<file path="src/rtl/clk_div_prog_pkg.sv">
// Shared constants and helpers for the programmable clock divider.
package clk_div_pkg;

    localparam int DEFAULT_W   = 8;
    localparam int DEFAULT_DIV = 2;
    localparam int MIN_DIV     = 2;

    // High-phase length. For odd divisors this rounds up.
    function automatic int unsigned half_len(input int unsigned d);
        return (d + 1) >> 1;
    endfunction

endpackage

</file>
<file path="src/rtl/clk_div_prog_if.sv">
// Divisor-load handshake bus between a configuration master and the divider.
interface clk_div_prog_if
    import clk_div_pkg::*;
#(
    parameter int W = DEFAULT_W
);

    logic [W-1:0] div_in;
    logic         div_valid;
    logic         div_ready;
    logic         div_err;
    logic         div_apply;

    modport master (
        output div_in,
        output div_valid,
        input  div_ready,
        input  div_err,
        input  div_apply
    );

    modport slave (
        input  div_in,
        input  div_valid,
        output div_ready,
        output div_err,
        output div_apply
    );

endinterface

</file>
<file path="src/rtl/clk_div_prog_div_cfg_slot.sv">
// Single-entry divisor holding slot: accepts a divisor over valid/ready and
// keeps it pending until the counter applies it at a period boundary.
module div_cfg_slot
    import clk_div_pkg::*;
#(
    parameter int W = DEFAULT_W
) (
    input  logic         clk,
    input  logic         rst,
    input  logic         valid,
    input  logic [W-1:0] data,
    input  logic         apply,
    output logic         ready,
    output logic         err,
    output logic         pend_vld,
    output logic [W-1:0] pend_div
);

    logic xfer;
    logic legal;

    assign ready = ~pend_vld;
    assign xfer  = valid && ready;
    assign legal = (data >= W'(MIN_DIV));

    // NOTE: sequential state uses non-blocking assignments only, so every
    // register samples the pre-edge values regardless of statement order.
    always_ff @(posedge clk) begin
        if (!rst) begin
            pend_vld <= 1'b0;
            pend_div <= '0;
            err      <= 1'b0;
        end else begin
            err <= xfer && !legal;
            // apply and xfer are mutually exclusive: apply needs pend_vld, xfer needs ready
            if (apply) begin
                pend_vld <= 1'b0;
            end else if (xfer && legal) begin
                pend_vld <= 1'b1;
                pend_div <= data;
            end
        end
    end

endmodule

</file>
<file path="src/rtl/clk_div_prog.sv">
// Runtime-programmable integer clock divider with registered output, edge
// strobes, and glitch-free divisor switching at period boundaries.
module clk_div_prog
    import clk_div_pkg::*;
#(
    parameter int W       = DEFAULT_W,
    parameter int DEF_DIV = DEFAULT_DIV
) (
    input  logic         clk,
    input  logic         rst,
    input  logic         en,
    clk_div_prog_if.slave cfg,
    output logic         clk_out,
    output logic         tick_rise,
    output logic         tick_fall,
    output logic [W-1:0] cnt
);

    logic [W-1:0] div_cur;
    logic [W-1:0] cnt_next;
    logic [W-1:0] d_eff;
    logic [W:0]   h_eff;
    logic [W-1:0] pend_div;
    logic         pend_vld;
    logic         wrap;
    logic         apply;
    logic         apply_q;
    logic         clk_next;

    div_cfg_slot #(.W(W)) u_slot (
        .clk      (clk),
        .rst      (rst),
        .valid    (cfg.div_valid),
        .data     (cfg.div_in),
        .apply    (apply),
        .ready    (cfg.div_ready),
        .err      (cfg.div_err),
        .pend_vld (pend_vld),
        .pend_div (pend_div)
    );

    assign wrap     = (cnt == div_cur - W'(1));
    assign cnt_next = wrap ? '0 : cnt + W'(1);
    assign apply    = en && wrap && pend_vld;
    // On an apply edge the new period starts immediately, so use the new divisor's half length.
    assign d_eff    = apply ? pend_div : div_cur;
    assign h_eff    = (W+1)'(half_len(32'(d_eff)));
    assign clk_next = ({1'b0, cnt_next} < h_eff);

    assign cfg.div_apply = apply_q;

    always_ff @(posedge clk) begin
        if (!rst) begin
            cnt       <= '0;
            div_cur   <= W'(DEF_DIV);
            clk_out   <= 1'b0;
            tick_rise <= 1'b0;
            tick_fall <= 1'b0;
            apply_q   <= 1'b0;
        end else begin
            apply_q <= apply;
            if (en) begin
                cnt       <= cnt_next;
                clk_out   <= clk_next;
                tick_rise <= clk_next & ~clk_out;
                tick_fall <= ~clk_next & clk_out;
                if (apply) begin
                    div_cur <= pend_div;
                end
            end else begin
                tick_rise <= 1'b0;
                tick_fall <= 1'b0;
            end
        end
    end

endmodule

</file>
<file path="src/flat_wrapper.sv">
// flat-port wrapper written by rule: the top's interface ports become plain ports
module clk_div_prog_flat import clk_div_pkg::*;
#(
    parameter int W       = DEFAULT_W,
    parameter int DEF_DIV = DEFAULT_DIV
)
  (clk, rst, en, clk_out, tick_rise, tick_fall, cnt, cfg_div_in, cfg_div_valid, cfg_div_ready, cfg_div_err, cfg_div_apply);
  clk_div_prog_if #(.W(W)) cfg_i ();
  input  logic clk;
  input  logic rst;
  input  logic en;
  output logic clk_out;
  output logic tick_rise;
  output logic tick_fall;
  output logic [W-1:0] cnt;
  input wire logic [$bits(cfg_i.div_in)-1:0] cfg_div_in;
  input wire logic [$bits(cfg_i.div_valid)-1:0] cfg_div_valid;
  output wire logic [$bits(cfg_i.div_ready)-1:0] cfg_div_ready;
  output wire logic [$bits(cfg_i.div_err)-1:0] cfg_div_err;
  output wire logic [$bits(cfg_i.div_apply)-1:0] cfg_div_apply;
  assign cfg_i.div_in = cfg_div_in;
  assign cfg_i.div_valid = cfg_div_valid;
  assign cfg_div_ready = cfg_i.div_ready;
  assign cfg_div_err = cfg_i.div_err;
  assign cfg_div_apply = cfg_i.div_apply;
  clk_div_prog #(.W(W), .DEF_DIV(DEF_DIV)) u_core (.clk(clk), .rst(rst), .en(en), .cfg(cfg_i), .clk_out(clk_out), .tick_rise(tick_rise), .tick_fall(tick_fall), .cnt(cnt));
endmodule
</file>
<file path="config.mk">
export PLATFORM = sky130hd
export DESIGN_NAME = clk_div_prog_flat
export DESIGN_NICKNAME = d
export VERILOG_FILES = /design/src/rtl/clk_div_prog_pkg.sv /design/src/rtl/clk_div_prog_if.sv /design/src/rtl/clk_div_prog_div_cfg_slot.sv /design/src/rtl/clk_div_prog.sv /design/src/flat_wrapper.sv
export SDC_FILE = /design/constraint.sdc
export NUM_CORES = 1
export LEC_CHECK = 0
export CAP_MARGIN = 20
export CORE_ASPECT_RATIO = 0.9
export CORE_MARGIN = 1
export CORE_UTILIZATION = 35
export DETAILED_ROUTE_END_ITERATION = 8
export PLACE_DENSITY = 0.64
export SLEW_MARGIN = 0
export SYNTH_ARGS = -nofsm -noshare
export SYNTH_HDL_FRONTEND = slang
export SYNTH_HIERARCHICAL = 1
export SYNTH_SLANG_ARGS = --single-unit
</file>
<file path="constraint.sdc">
create_clock -name clk -period 6.4 [get_ports clk]
set_clock_uncertainty 0.05 [all_clocks]
set_input_delay 1.28 -clock clk [delete_from_list [all_inputs] [get_ports clk]]
set_output_delay 1.28 -clock clk [all_outputs]
set_load 0.02 [all_outputs]
</file>
## Yosys cells after proc, flatten, opt, wreduce, memory -nomap -nowiden

Cells that the tools add are included.

| cells by class | value |
|---|---|
| add/subtract/negate cells | 3 |
| order comparisons | 2 |
| equality and inequality tests | 1 |
| multiplexer cells | 2 |
| bitwise operators | 7 |
| reduce and logical (&&, ||, !) cells | 9 |

Operator list:

| cell | count |
|---|---|
| $mux 8 | 2 |
| $add 8x1->9 const B | 1 |
| $lt 8x9->1 | 1 |
| $add 8x1->8 const B | 1 |
| $eq 8x8->1 | 1 |
| $ge 8x2->1 const B | 1 |
| $sub 8x1->8 const B | 1 |
| $logic_and 1x1->1 | 5 |
| $not 1->1 | 5 |
| $reduce_and 2->1 | 2 |
| $and 1x1->1 | 2 |
| $reduce_or 2->1 | 1 |
| $logic_not 1->1 | 1 |

| word-level totals | value |
|---|---|
| flip-flop bits (word level) | 30 |
| bits of input ports | 12 |

## Logic depth before layout (Yosys ltp)

| logic depth | value |
|---|---|
| depth in word-level cells | 9 |
| mapped depth | 19 |
| mapped depth without buffers | 19 |

## Cells and area by module

Netlist, hierarchy kept.

By module, submodules not included:

| module | times used | cells an instance | area an instance (µm²) | sequential area each (µm²) |
|---|---|---|---|---|
| clk_div_prog | 1 | 205 | 1682.9 | 400.4 |
| div_cfg_slot | 1 | 46 | 440.4 | 200.2 |

## Worst setup path after synthesis

Ideal clock, no wire load.

| path | value |
|---|---|
| kind | register -> register |
| from | register u_core.div_cur[0] |
| to | register u_core.tick_fall |
| data arrival time | 4.253 ns |
| path slack | 1.981 ns |
| cell stages (with the launch flop) | 20 |
| buffers on the path | 0 |
| period minus slack after synthesis | 4.419 ns |
| cells stage by stage | dfxtp_1 -> inv_1 -> ha_1 -> nor3b_1 -> o211ai_1 -> or4b_4 -> a2111o_1 -> mux2_2 -> ha_1 -> nand3_1 -> nor2_1 -> xnor2_1 -> nand2_1 -> o21ai_0 -> ha_1 -> a21o_1 -> a21o_1 -> a2111oi_0 -> o21ai_0 -> and4_1 |

| between the ends | value |
|---|---|
| cells in the longest elaborated chain, start to end | 9 |
| elaborated cells on any way between the ends | 10 |
| classes of those cells | 2 x add/sub; 1 x order compare; 1 x eq/ne; 2 x mux; 2 x bitwise; 2 x reduce/logical |

RTL lines:

| what | RTL line | source |
|---|---|---|
| from (decl) | clk_div_prog.sv:19 | `logic [W-1:0] div_cur;` |
| from (signal assigned) | clk_div_prog.sv:55 | `div_cur <= W'(DEF_DIV);` |
| from (signal assigned) | clk_div_prog.sv:68 | `div_cur <= pend_div;` |
| $sub 8x1->8 | clk_div_prog.sv:42 | `assign wrap = (cnt == div_cur - W'(1));` |
| $eq 8x8->1 | clk_div_prog.sv:42 |  |
| $logic_and 1x1->1 (2 in series) | clk_div_prog.sv:44 | `assign apply = en && wrap && pend_vld;` |
| $mux 8 (*) | - |  |
| net u_core.d_eff[0] | clk_div_prog.sv:21 | `logic [W-1:0] d_eff;` |
| $add 8x1->9 (*) | clk_div_prog_pkg.sv:10 | `return (d + 1) >> 1;` |
| $lt 8x9->1 (*) | clk_div_prog.sv:48 | `assign clk_next = ({1'b0, cnt_next} < h_eff);` |
| $not 1->1 (*) | clk_div_prog.sv:66 | `tick_fall <= ~clk_next & clk_out;` |
| $and 1x1->1 (*) | clk_div_prog.sv:66 |  |
| to (signal assigned) | clk_div_prog.sv:66 |  |
| to (decl) | clk_div_prog.sv:15 | `output logic tick_fall,` |

Mark *: on every way through the listed nets, which the timed path passes. The rest lies on a longest branch.
A chain may end at the register's enable or synchronous reset.

## Worst setup path after layout

Ends and elaborated chain as after synthesis.

==> impl_metrics.prom <==
# TYPE chip_impl_metric gauge
chip_impl_info{name="outcome",value="completed"} 1
chip_impl_metric{name="postSynth.asyncResetShare",unit=""} 0
chip_impl_metric{name="totalWireLength",unit="mm"} 4.57
chip_impl_metric{name="post_drt_via_cell_ratio",unit=""} 5.19
chip_impl_metric{name="fin_setup_tns",unit="ps"} 0
chip_impl_metric{name="clk_pin_slew",unit="ps"} 60
chip_impl_metric{name="final.min_clock_period",unit="ps"} 5100
chip_impl_metric{name="cts_repair_resize_count",unit=""} 0
chip_impl_info{name="unrepaired_setup_endpoints_after_global_routing",value="no"} 1
chip_impl_metric{name="yosys_register_bits",unit=""} 30
chip_impl_metric{name="maxClockFrequency",unit="GHz"} 0.196
chip_impl_metric{name="numPortBuffers",unit=""} 25
chip_impl_metric{name="antenna_violations_before_repair",unit=""} 0
chip_impl_metric{name="slew-limit-headroom",unit=""} 0.479
chip_impl_metric{name="synthesis.area",unit="µm²"} 2120
chip_impl_metric{name="count_of_pins_over_their_slew_limit",unit=""} 0
chip_impl_metric{name="area_added_between_synthesis_and_finish",unit="%"} 18.6
chip_impl_info{name="setup.worst_path.start_class",value="flop"} 1
chip_impl_metric{name="timing.critical_path.required",unit="ps"} 6530
chip_impl_info{name="cts_root_buffer",value="sky130_fd_sc_hd__clkbuf_8"} 1
chip_impl_metric{name="total_power",unit="mW"} 0.482
chip_impl_metric{name="routed-via-count",unit=""} 1769
chip_impl_metric{name="clock_latency",unit="ps"} 280
chip_impl_metric{name="first_global_vias",unit=""} 1528
chip_impl_metric{name="worst_ir_drop_vdd",unit="V"} 0.000123
chip_impl_metric{name="grt-ovfl-total",unit=""} 0
chip_impl_metric{name="cts_setup_buffers",unit=""} 0
chip_impl_metric{name="final.period_utilization",unit=""} 0.796
chip_impl_metric{name="clock_tree.buffer_depth",unit=""} 2
chip_impl_metric{name="drtPass1Iterations",unit=""} 4
chip_impl_metric{name="grt_pass1_wl",unit="mm"} 7.55
chip_impl_metric{name="floorplan.die.height",unit="µm"} 75.9
chip_impl_info{name="endpoint_kind",value="flop"} 1
chip_impl_metric{name="timing.max_cap.violations",unit=""} 0
chip_impl_metric{name="powerDensity",unit="nW/µm²"} 192
chip_impl_info{name="cts_tree",value="done"} 1
chip_impl_metric{name="p_leak",unit="nW"} 1.02
chip_impl_metric{name="synth_enable_flop_cells",unit=""} 0
chip_impl_metric{name="gr-usage-all-layers",unit=""} 0.151
chip_impl_info{name="hold_class",value="reg2reg"} 1
chip_impl_metric{name="cts-hold-fix-buffers",unit=""} 0
chip_impl_metric{name="cts_inserted_buffers",unit=""} 5
chip_impl_metric{name="die_area",unit="µm²"} 6380
chip_impl_metric{name="drc_errors_left",unit=""} 0
chip_impl_metric{name="antennaDiodeCount",unit=""} 0
chip_impl_info{name="crit_type",value="reg2reg"} 1
chip_impl_metric{name="synth.net_count",unit=""} 273
chip_impl_metric{name="grt_start_max_net_pins",unit=""} 25
chip_impl_metric{name="hold_violations_final",unit=""} 0
chip_impl_metric{name="dieWidth",unit="µm"} 84.1
chip_impl_metric{name="synth_cell_types",unit=""} 47
chip_impl_metric{name="dp.final_hpwl",unit="mm"} 3.34
chip_impl_metric{name="start_util",unit=""} 0.369
chip_impl_metric{name="number_of_routed_nets_with_antenna_violations",unit=""} 0
chip_impl_metric{name="num-nets-final",unit=""} 293
chip_impl_metric{name="io-pin-count",unit=""} 26
chip_impl_metric{name="drive_gt1_frac",unit=""} 0.0996
chip_impl_metric{name="max_slew.worst_pin.slew",unit="ps"} 779
chip_impl_info{name="layout_common_cells",value="sky130_fd_sc_hd__dfxtp_1 (30), sky130_fd_sc_hd__nand2_1 (28), sky130_fd_sc_hd__clkdlybuf4s50_1 (25)"} 1
chip_impl_metric{name="timing.final.setup_violations",unit=""} 0
chip_impl_metric{name="seq_area_frac_synth",unit=""} 0.283
chip_impl_metric{name="routed_len_inst",unit="µm"} 13.4
chip_impl_metric{name="clkSinkCount",unit=""} 30
chip_impl_metric{name="detailedRoute.firstIterationViolations",unit=""} 84
chip_impl_metric{name="postSynthAreaPerCell",unit="µm²"} 8.46
chip_impl_metric{name="htree_num_levels",unit=""} 2
chip_impl_metric{name="place.gp.congestion",unit=""} 0.861
chip_impl_metric{name="floorplan.rows",unit=""} 26
chip_impl_info{name="synth_flop_cell",value="sky130_fd_sc_hd__dfxtp_1"} 1
chip_impl_metric{name="fp.coreArea",unit="µm²"} 5760
chip_impl_metric{name="timing.critical_path.arrival",unit="ps"} 5220
chip_impl_metric{name="yosys_warnings",unit=""} 6
chip_impl_metric{name="regToRegSetupSlack",unit="ps"} 1300
chip_impl_metric{name="netlist_instances",unit=""} 251
chip_impl_metric{name="max_fanout_on_critical_path",unit=""} 7
chip_impl_info{name="mostFrequentLayoutCell",value="sky130_fd_sc_hd__dfxtp_1"} 1
-- path summary, 6_finish.rpt --
path         cells after the start                      startpoint                           to
max                             19  u_core/div_cur[0]$_SDFFE_PN0P_  u_core/tick_fall$_SDFF_PN0_
min                              1     u_core/clk_out$_SDFFE_PN0P_  u_core/tick_rise$_SDFF_PN0_
max reg2reg                     19  u_core/div_cur[0]$_SDFFE_PN0P_  u_core/tick_fall$_SDFF_PN0_
min reg2reg                      1     u_core/clk_out$_SDFFE_PN0P_  u_core/tick_rise$_SDFF_PN0_
-- state kept, by name, indices dropped and copies added (netlist names) --
signal                  flops
u_core/u_slot/err           1
u_core/tick_fall            1
u_core/clk_out              1
u_core/u_slot/pend_div      8
u_core/div_cur              8
u_core/tick_rise            1
u_core/u_slot/pend_vld      1
u_core/cnt                  8
u_core/cfg.div_apply        1
-- worst max-delay path, cell delays in order (launching register included) --
cell and delay, ps:
sky130_fd_sc_hd__dfxtp_1 380, sky130_fd_sc_hd__inv_1 80, sky130_fd_sc_hd__ha_1 200, sky130_fd_sc_hd__nor3b_1 350, sky130_fd_sc_hd__o211ai_1 160, sky130_fd_sc_hd__or4b_4 510, sky130_fd_sc_hd__a2111o_1 430, sky130_fd_sc_hd__mux2_2 290
sky130_fd_sc_hd__ha_1 280, sky130_fd_sc_hd__nand3_1 160, sky130_fd_sc_hd__nor2_1 200, sky130_fd_sc_hd__xnor2_1 140, sky130_fd_sc_hd__nand2_1 60, sky130_fd_sc_hd__o21ai_0 70, sky130_fd_sc_hd__ha_1 260, sky130_fd_sc_hd__a21o_1 160
sky130_fd_sc_hd__a21o_1 160, sky130_fd_sc_hd__a2111oi_0 560, sky130_fd_sc_hd__o21ai_0 230, sky130_fd_sc_hd__and4_1 250
-- cells by family (layout without fill, tap and decap cells) --
group	after synthesis	count (layout)	share of synthesized area
multiplexers	17	17	0.0819
flip-flops	30	30	0.283
AND/OR/NAND/NOR	108	108	0.289
AO/OA/AOI/OAI	40	40	0.144
buffers and inverters	24	44	0.0524
XOR/XNOR	22	22	0.0907
adder cells (fa/ha/maj)	10	10	0.0589
-- synth_stat cells, types with 4 or more instances --
| master | count | share of area |
|---|---|---|
| sky130_fd_sc_hd__mux2i_1 | 14 | 0.066 |
| sky130_fd_sc_hd__nand4_1 | 4 | 0.012 |
| sky130_fd_sc_hd__nor3b_1 | 5 | 0.018 |
| sky130_fd_sc_hd__dfxtp_1 | 30 | 0.28 |
| sky130_fd_sc_hd__ha_1 | 10 | 0.059 |
| sky130_fd_sc_hd__nand3_1 | 11 | 0.026 |
| sky130_fd_sc_hd__clkbuf_1 | 10 | 0.018 |
| sky130_fd_sc_hd__a31oi_1 | 4 | 0.012 |
| sky130_fd_sc_hd__a21o_1 | 5 | 0.018 |
| sky130_fd_sc_hd__xnor2_1 | 11 | 0.045 |
| sky130_fd_sc_hd__nand3b_1 | 7 | 0.025 |
| sky130_fd_sc_hd__xor2_1 | 11 | 0.045 |
| sky130_fd_sc_hd__o21ai_0 | 7 | 0.016 |
| sky130_fd_sc_hd__inv_1 | 9 | 0.016 |
| sky130_fd_sc_hd__nor2_1 | 17 | 0.030 |
| sky130_fd_sc_hd__nand2_1 | 28 | 0.049 |
| sky130_fd_sc_hd__nand2b_1 | 11 | 0.032 |
| sky130_fd_sc_hd__a21oi_1 | 11 | 0.026 |
-- layer usage --
metal | global-route usage | vias up | wire [µm]
met5 | 0 | - | 0
met3 | 0.0325 | 8 | 104
met2 | 0.210 | 22 | 1900
met4 | 0.0690 | 0 | 99
li1 | - | 925 | -
met1 | 0.221 | 814 | 2460
-- area by class of cell --
type | count | area [µm²]
clock inverter | 1 | 30.0
sequential | 30 | 601
multi-input combinational | 197 | 1410
tap | 70 | 87.6
clock buffer | 6 | 82.6
inverter | 9 | 33.8
timing repair buffer | 28 | 273
fill | 587 | 3240
-- metrics by stage --
stage | hold slack (ps) | area [µm²] | util | setup slack (ps) | cells
global placement | 432 | 2410 | 0.418 | 1200 | 334
finish | 438 | 2520 | 0.437 | 1300 | 341
floorplan | 417 | 2120 | - | 1980 | 251
detailed placement | 430 | 2410 | 0.418 | 1120 | 334
global route | 480 | 2520 | 0.437 | 1010 | 341
CTS | 441 | 2520 | 0.437 | 1360 | 341
-- report_power, final --
group	total, mW	switching, mW	leakage, nW	internal (mW)
Clock	0.195	0.0703	0.0573	0.124
Combinational	0.0812	0.0411	0.718	0.0401
Sequential	0.207	0.0111	0.244	0.195
Total	0.482	0.123	1.02	0.360
Power figures use the tool's default switching activity.
